**src/rtl/mem_wb_stage.sv**
```systemverilog
// rtl/mem_wb_stage.sv - memory/writeback pipeline stage with blocking memory handshake, timeout and halt
module mem_wb_stage #(
   parameter int TIMEOUT = 255
) (
   input  logic        clk,
   input  logic        rst,
   input  logic        in_valid,
   input  logic [15:0] ALUoutIn,
   input  logic [15:0] RtIn,
   input  logic        MemEnableIn,
   input  logic        MemWrIn,
   input  logic        HaltIn,
   input  logic        Val2RegIn,
   input  logic        RegWrIn,
   input  logic [2:0]  WrRegIn,
   output logic        stall,
   output logic        mem_req,
   output logic        mem_wr,
   output logic [15:0] mem_addr,
   output logic [15:0] mem_wdata,
   input  logic        mem_ready,
   input  logic [15:0] mem_rdata,
   output logic        wb_valid,
   output logic [15:0] wb_data,
   output logic [2:0]  wb_reg,
   output logic        wb_regwr,
   output logic        halt_out,
   output logic        err_out
);
   typedef enum logic [1:0] {IDLE = 2'd0, REQ = 2'd1, HALTED = 2'd2} state_t;

   // Counter reaches TIMEOUT on the same edge that leaves REQ, so compare against one less.
   localparam logic [7:0] LAST_WAIT = 8'(TIMEOUT - 1);

   state_t     state;
   logic [7:0] wait_cnt;
   logic       wr_q;
   logic       val2reg_q;
   logic       regwr_q;
   logic [2:0] reg_q;
   logic       mem_instr;

   assign mem_instr = in_valid && MemEnableIn && !HaltIn;
   assign mem_req   = (state == REQ);
   assign mem_wr    = mem_req && wr_q;

   always_comb begin
      stall = 1'b0;
      case (state)
         IDLE:    stall = mem_instr;
         REQ:     stall = !mem_ready;
         default: stall = 1'b1;
      endcase
   end

   always_ff @(posedge clk or negedge rst) begin
      if (!rst) begin
         state     <= IDLE;
         wait_cnt  <= '0;
         wr_q      <= 1'b0;
         val2reg_q <= 1'b0;
         regwr_q   <= 1'b0;
         reg_q     <= '0;
         mem_addr  <= '0;
         mem_wdata <= '0;
         wb_valid  <= 1'b0;
         wb_data   <= '0;
         wb_reg    <= '0;
         wb_regwr  <= 1'b0;
         halt_out  <= 1'b0;
         err_out   <= 1'b0;
      end else begin
         wb_valid <= 1'b0;
         case (state)
            IDLE: begin
               if (in_valid) begin
                  if (HaltIn) begin
                     wb_valid <= 1'b1;
                     wb_data  <= ALUoutIn;
                     wb_reg   <= WrRegIn;
                     wb_regwr <= 1'b0;
                     halt_out <= 1'b1;
                     state    <= HALTED;
                  end else if (MemEnableIn) begin
                     if (ALUoutIn[0]) begin
                        err_out  <= 1'b1;
                        halt_out <= 1'b1;
                        state    <= HALTED;
                     end else begin
                        mem_addr  <= ALUoutIn;
                        mem_wdata <= RtIn;
                        wr_q      <= MemWrIn;
                        val2reg_q <= Val2RegIn;
                        regwr_q   <= RegWrIn;
                        reg_q     <= WrRegIn;
                        wait_cnt  <= '0;
                        state     <= REQ;
                     end
                  end else begin
                     wb_valid <= 1'b1;
                     wb_data  <= ALUoutIn;
                     wb_reg   <= WrRegIn;
                     wb_regwr <= RegWrIn;
                  end
               end
            end
            REQ: begin
               if (mem_ready) begin
                  wb_valid <= 1'b1;
                  wb_data  <= val2reg_q ? mem_rdata : mem_addr;
                  wb_reg   <= reg_q;
                  wb_regwr <= regwr_q;
                  state    <= IDLE;
               end else begin
                  wait_cnt <= wait_cnt + 8'd1;
                  if (wait_cnt == LAST_WAIT) begin
                     err_out  <= 1'b1;
                     halt_out <= 1'b1;
                     state    <= HALTED;
                  end
               end
            end
            default: state <= HALTED;
         endcase
      end
   end
endmodule

```
**config.mk**
```make
export PLATFORM = sky130hd
export DESIGN_NAME = mem_wb_stage
export DESIGN_NICKNAME = d
export VERILOG_FILES = /design/src/rtl/mem_wb_stage.sv
export SDC_FILE = /design/constraint.sdc
export NUM_CORES = 1
export LEC_CHECK = 0
export BUFFER_PORTS_ARGS = -buffer_cell sky130_fd_sc_hd__buf_2
export CORE_MARGIN = 2
export CORE_UTILIZATION = 50
export DETAILED_ROUTE_END_ITERATION = 8
export GPL_TIMING_DRIVEN = 1
export PLACE_DENSITY = 0.8
export SLEW_MARGIN = 10
export SYNTH_ARGS = -nofsm -noshare
export SYNTH_HDL_FRONTEND = slang
export SYNTH_SLANG_ARGS = --single-unit
```
**constraint.sdc**
```tcl
create_clock -name clk -period 2 [get_ports clk]
set_input_delay 0.1 -clock clk [delete_from_list [all_inputs] [get_ports clk]]
set_output_delay 0.1 -clock clk [all_outputs]
set_load 0.05 [all_outputs]
```
==> Flow_metrics.wiki, run 1 <==
{| class="wikitable"
! Metric !! Value
|-
| Result of the run || complete, no violations
|-
| Final weighted congestion in routability-driven placement || 0.796
|-
| Area leader, netlist || dfrtp_1
|-
| End-of-flow core utilization || 66.5%
|-
| Clock tree from TritonCTS || done
|-
| Number of sinks driven by the clock tree || 70
|-
| Average wire length per cell after detail routing || 15.3 um
|-
| Proportion of synthesized flip-flops having asynchronous set or reset || 100%
|-
| Data arrival at the endpoint of the critical path || 2.09 ns
|-
| Diodes inserted || 0
|-
| Largest family of logic cells by synthesized area || multiplexers
|-
| Peak supply drop || 446 uV
|-
| Post-detailed-route DRC marker count || 0
|-
| Post-detailed-routing wire length || 7.68 mm
|-
| Cells taking the most area after synthesis || dfrtp_1 51%, mux2_4 16%, mux2i_1 9.4%
|-
| Clock Skews || 0.00689 ns
|-
| Adder-cell share of the synthesized area || 0.733%
|-
| Count of pins on the block boundary || 118
|-
| Cell count after placement || 466
|-
| Type of origin of the critical path || flip-flop
|-
| Vias per Instance || 5.12
|-
| Synth Area in Compound Gates || 3.77%
|-
| Setup TNS || 0 ns
|-
| Net count after synthesis || 339
|-
| Power density of the placed cells || 839 nW/um2
|-
| Fmax || 0.535 GHz
|-
| Die height || 86.6 um
|-
| Total power draw || 3.75 mW
|-
| Setup slack after layout || 0.131 ns
|-
| Overall routing resource usage || 20.7%
|-
| Data required time of the critical path || 2.22 ns
|-
| Area of the core || 6720 um2
|-
| Number of buffers between clock root and the deepest sink || 2
|-
| TritonRoute pass-1 iters || 4
|-
| Starting density of the core || 50.8%
|-
| Register bit total from synthesis || 70
|-
| Buffers and inverters on the worst path || 1
|-
| Count of distinct cell types in the synthesized netlist || 36
|-
| Total number of H-tree levels || 3
|-
| Total via count after detailed routing || 2568
|-
| Filler cell count || 527
|-
| Nature of the critical path endpoint || flip-flop
|-
| Proportion of layout cells with a drive suffix above 1 || 43.1%
|-
| Number of clock buffers inserted by TritonCTS || 9
|-
| Crit path max fanout || 20
|-
| Maximum capacitance violations || 0
|-
| Non-Filler Instances || 502
|-
| Largest delay share family, worst path || simple AND/OR/NAND/NOR gates
|-
| Number of enable-type register cells in the synthesized netlist || 0
|-
| DRC violation total after the first TritonRoute iteration || 117
|-
| Buffer count from post-CTS setup fixing || 0
|-
| Portion of the post-synthesis area used by sequential elements || 51.3%
|-
| Clock transition at path regs || 0.07 ns
|-
| Biggest regs || mem_wdata: 16 flops, wb_data: 16 flops, mem_addr: 15 flops
|-
| Pin count of the biggest net entering global routing || 71
|-
| HPWL reported at the end of detailed placement || 5.20 mm
|-
| Warnings, synthesis || 0
|-
| GRT overflow || 0
|-
| Floorplan die area || 7510 um2
|-
| Number of antenna violations at the first check in global routing || 0
|-
| Area of the mapped netlist || 3410 um2
|-
| Post-Synth XOR/XNOR Area || 1.28%
|-
| Per-instance average area after synthesis || 12.3 um2
|-
| Post-layout net count || 482
|-
| RSZ-0062 raised after global routing || false
|-
| Setup-failing EPs final || 0
|-
| Start of the worst register-to-register path || state[0]
|-
| Final-report hold violation count || 0
|-
| Leading register cell type out of synthesis || dfrtp_1
|-
| Mux contribution to synthesized area || 27.0%
|-
| Proportion of netlist area held by the largest area contributor || 51.3%
|-
| Wire length of the first global-routing pass || 12.2 mm
|-
| Cell with the largest stage delay on the worst path || or4_4
|-
| Synthesized-area fraction occupied by and/or/nand/nor cells || 9.93%
|-
| Die width || 86.6 um
|-
| Synthesis-to-finish area growth || 30.9%
|-
| Number of nets with antenna violations after routing || 0
|-
| Leakage power || 2.34 nW
|-
| Crit share post-route || 93.4%
|-
| Critical Path Start || state[0]
|-
| Class of the tightest hold or removal check || in2reg
|-
| Rows || 30
|-
| Final period demand of the worst path || 1.87 ns
|-
| Vias in the first global route || 2612
|-
| Syn Inst Count || 277
|-
| Clock Root Buffer || clkbuf_8
|-
| Worst Path Class, Setup || reg2reg
|-
| CP max stage delay || 0.50 ns
|-
| HP Start || ALUoutIn[11]
|-
| Post-Place Worst Slack || 0.153 ns
|-
| Port buffer count || 116
|-
| Count of final max-slew check failures || 0
|-
| Clock latency of the later-clocked register in the worst-skew pair || 0.34 ns
|-
| Cell Chain, Critical Path || nand2b_4, or4_4, buf_4, mux2_4
|}
==> timing repair <==
action,4_1_cts,5_1_grt
gates resized for setup,0,0
hold endpoints to repair,92,0
hold buffers,23,0
==> layer usage <==
metal  GRT usage, %  wire length (um)  vias to the layer above
met5              0                 0                        -
met4           5.97                83                        0
met3           5.05               406                       12
met2           35.8              3850                       81
met1           25.6              3340                     1249
li1               -                 -                     1226
==> stage by stage <==
stage	hold WS, ns	cell area [um2]
4_1_cts	0.000714	4470
3_3_place_gp	0.152	4060
2_1_floorplan	-0.196	3410
6_report	0.00529	4470
3_5_place_dp	0.153	4060
5_1_grt	0.00545	4470
==> area by class of cell <==
cell class | count | area (um2) | share of cell area [%]
Inverter | 19 | 71.3 | 1.60
Multi-Input combinational cell | 173 | 1470 | 33.0
Clock buffer | 11 | 141 | 3.16
Timing Repair Buffer | 147 | 896 | 20.1
Sequential cell | 70 | 1750 | 39.2
Clock inverter | 2 | 35.0 | 0.784
Tap cell | 80 | 100 | 2.24
==> cells by family after synthesis <==
| group | Yosys count |
|---|---|
| xor+xnor | 5 |
| mux | 73 |
| fa+ha+maj | 2 |
| simple gates | 67 |
| compound gates | 25 |
| flops | 70 |
| buf+inv | 34 |
| other cells | 1 |
==> cell usage in the layout (no fill, tap or decap), drive strengths merged, types with 2 or more instances in the layout <==
| master | synthesis | layout |
|---|---|---|
| o21ai | 5 | 5 |
| buf | 11 | 124 |
| clkbuf | 4 | 11 |
| nor2 | 25 | 25 |
| ha | 2 | 2 |
| dfrtp | 70 | 70 |
| a21oi | 19 | 19 |
| dlygate4sd3 | 0 | 23 |
| mux2 | 41 | 41 |
| or3 | 3 | 3 |
| mux2i | 32 | 32 |
| nand4 | 2 | 2 |
| xnor2 | 4 | 4 |
| inv | 19 | 19 |
| nor3 | 5 | 5 |
| nand2b | 3 | 3 |
| nor3b | 3 | 3 |
| nand2 | 13 | 13 |
| nand3 | 5 | 5 |
==> Yosys cell counts, types with 2 or more instances <==
master,instances
nand2b_1,2
nor3b_1,3
nand3_1,5
clkbuf_1,4
inv_1,18
dfrtp_1,70
nor3_1,5
nand4_1,2
nor2_1,25
buf_6,2
o21ai_0,4
mux2_4,37
nand2_1,13
a21oi_1,19
buf_2,5
or3_1,3
buf_12,3
mux2_2,4
mux2i_1,32
xnor2_1,4
ha_1,2
==> where the power goes <==
group | internal, mW | leakage, nW | switching (mW) | total (mW)
combinational | 0.311 | 1.35 | 0.712 | 1.02
sequential | 1.56 | 0.907 | 0.0857 | 1.65
clock | 0.588 | 0.0911 | 0.491 | 1.08
total | 2.46 | 2.34 | 1.29 | 3.75
==> worst paths after layout <==
kind                                 to  slack (ns)  depth (start not counted)
max                        mem_wdata[8]        0.13                          4
min                        mem_addr[11]       0.005                          2
max reg2reg                mem_wdata[8]        0.13                          4
min reg2reg                    halt_out        0.49                          1
max in group asynchronous          wr_q        1.37                          3
min in group asynchronous  mem_wdata[1]        0.33                          3
(Power assumes the default switching activity.)
==> run 2: changes to the inputs <==
PLACE_DENSITY = 0.76   (was 0.8)
==> run 2 against run 1 <==
  * Setup slack better by 0.037 ns
  * Sequential share of layout area down 0.63 points
  * Final cell count up 1.8%
  * Clock skew down 0.0041 ns
  * Sequential power about the same
  * Total power up 1.8%
  * Fmax up 2.0%
  * Die area unchanged
  * Register-to-register slack better by 0.04 ns
  * Global-route usage about the same
  * Count of clock-buffer cells in the layout down 1
  * Critical path type unchanged
==> Flow_metrics.wiki, run 2 (synthesis results as in run 1) <==
{| class="wikitable"
! Metric !! Value
|-
| Clock tree from TritonCTS || done
|-
| Number of sinks driven by the clock tree || 70
|-
| RSZ-0062 raised after global routing || false
|-
| Fmax || 0.546 GHz
|-
| Most frequent standard cell in the layout excluding fill and tap cells || buf_2
|-
| Setup TNS || 0 ns
|-
| Wire length of the first global-routing pass || 11.9 mm
|-
| Total number of H-tree levels || 3
|-
| Start of the worst register-to-register path || state[0]
|-
| HPWL reported at the end of detailed placement || 5.17 mm
|-
| Gate power share || 27.0%
|-
| Final period demand of the worst path || 1.83 ns
|-
| Proportion of layout cells with a drive suffix above 1 || 43.4%
|-
| GRT overflow || 0
|-
| CP max stage delay || 0.51 ns
|-
| Clock Root Buffer || clkbuf_8
|-
| Buffer count from post-CTS setup fixing || 0
|-
| Routing usage on met3 || 4.29%
|-
| Number of cells on the worst reg-to-reg path || 4
|-
| Synthesis-to-finish area growth || 33.0%
|-
| Pin count of the biggest net entering global routing || 71
|-
| Power dissipated by switching net loads || 1.33 mW
|-
| Number of cells on the worst hold path || 2
|-
| Post-layout net count || 488
|-
| Result of the run || complete, no violations
|-
| Area of the core || 6720 um2
|-
| Clock latency of the later-clocked register in the worst-skew pair || 0.34 ns
|-
| Post-detailed-routing wire length || 7.62 mm
|-
| Nature of the critical path endpoint || flip-flop
|-
| Sequential share of power || 43.1%
|-
| R2R setup slack || 0.17 ns
|-
| Number of antenna violations at the first check in global routing || 0
|-
| Post-Place Worst Slack || 0.186 ns
|-
| Number of nets with antenna violations after routing || 0
|-
| Number of clock buffers inserted by TritonCTS || 9
|-
| Die height || 86.6 um
|-
| Met1 capacity usage during global routing || 28.3%
|-
| Port buffer count || 116
|-
| Maximum capacitance violations || 0
|-
| Overall routing resource usage || 20.6%
|-
| Rows || 30
|-
| Global routing usage on met2 || 31.8%
|-
| Data arrival at the endpoint of the critical path || 2.06 ns
|-
| Final weighted congestion in routability-driven placement || 0.912
|-
| Worst Path Class, Setup || reg2reg
|-
| Layer with the highest usage || met2
|-
| Leading cell types in the layout, fill and taps excluded || 116 x buf_2, 70 x dfrtp_1, 37 x mux2_4
|-
| Switch share || 34.9%
|-
| Clock Skews || 0.00284 ns
|-
| Die width || 86.6 um
|-
| Clock transition at path regs || 0.07 ns
|-
| Final-report hold violation count || 0
|-
| Vias in the first global route || 2435
|-
| Cell Chain, Critical Path || nand2b_4, or4_4, buf_4, mux2_4
|-
| Largest delay share family, worst path || simple AND/OR/NAND/NOR gates
|-
| Setup slack after layout || 0.169 ns
|-
| Post-detailed-route DRC marker count || 0
|-
| Endpoint of the worst hold path || mem_addr[8]
|-
| Cell with the largest stage delay on the worst path || or4_4
|-
| Vias per Instance || 5.07
|-
| Peak supply drop || 526 uV
|-
| Crit share post-route || 91.6%
|-
| Count of final max-slew check failures || 0
|-
| Setup-failing EPs final || 0
|-
| Floorplan die area || 7510 um2
|-
| Type of origin of the critical path || flip-flop
|-
| Number of buffers between clock root and the deepest sink || 2
|-
| HP Start || ALUoutIn[8]
|-
| Average wire length per cell after detail routing || 14.9 um
|-
| Total via count after detailed routing || 2593
|-
| Worst reg2reg path endpoint || mem_addr[8]
|-
| Leakage power || 2.38 nW
|-
| Buffers and inverters on the worst path || 1
|-
| Internal power || 2.48 mW
|-
| Power density of the placed cells || 841 nW/um2
|-
| Starting density of the core || 50.8%
|-
| TritonRoute pass-1 iters || 4
|-
| Count of pins on the block boundary || 118
|-
| Placed instance area || 4060 um2
|-
| Biggest regs || mem_wdata: 16 flops, wb_data: 16 flops, mem_addr: 15 flops
|-
| DRC violation total after the first TritonRoute iteration || 146
|-
| Clk pwr share || 29.9%
|-
| Crit path max fanout || 15
|-
| Total power draw || 3.82 mW
|-
| Diodes inserted || 0
|-
| Data required time of the critical path || 2.23 ns
|-
| Finished Cell Area || 4540 um2
|-
| Class of the tightest hold or removal check || in2reg
|}
run 2: cell count changes in the layout (fill, tap and decap cells not counted):
cell	previous run	this run
dlygate4sd3_1	23	28
clkinv_2	1	3
a21oi_2	0	1
a21oi_4	1	0
buf_4	6	7
clkbuf_1	1	0
clkinv_4	0	1
clkinvlp_4	0	1
run 2: how the worst max path moves through the flow:
stage | start | to | slack (ns) | cells after the start
6_report | state[0] | mem_addr[8] | 0.17 | 4
5_1_grt | state[0] | mem_addr[1] | 0.11 | 4
4_1_cts | state[0] | mem_addr[1] | 0.17 | 4
3_5_place_dp | state[0] | mem_addr[8] | 0.19 | 4
3_3_place_gp | state[0] | mem_addr[7] | 0.22 | 4
2_1_floorplan | state[0] | stall | 0.21 | 2
run 2: power by group through the flow:
stage / sequential, mW / clock, mW / combinational, mW
after floorplan: 2.16 / 0 / 0.209
final: 1.65 / 1.14 / 1.03
after detailed placement: 1.67 / 0 / 0.994
after global routing: 1.66 / 1.22 / 1.09
after CTS: 1.64 / 1.16 / 1.04
after global placement: 1.67 / 0 / 0.978
run 2: metrics by stage:
step                      hold WS (ns)  util (%)  cells
after floorplan                 -0.196         -    277
after CTS                      0.00105      67.6    511
after detailed placement         0.155      60.4    467
after global placement           0.153      60.4    467
final                           0.0151      67.6    511
after global routing           0.00296      67.6    511
run 2: final cells by class:
cell class,count,area (um2)
clock buffer,10,138
clock inverter,6,61.3
fill,508,2180
inverter,19,71.3
multi-input combinational,173,1470
sequential,70,1750
tap,80,100
timing repair buffer,153,953
run 2: what timing repair did:
item                                   in CTS  in global routing
endpoints found under the hold margin      97                  0
gates resized for setup                     0                  0
hold buffers                               28                  0
setup endpoints to repair                   0                  0
run 2: per-layer routing:
layer	routed length, um	vias up
met1	3440	1278
met4	129	0
met2	3720	70
met5	0	-
met3	338	12
li1	-	1233
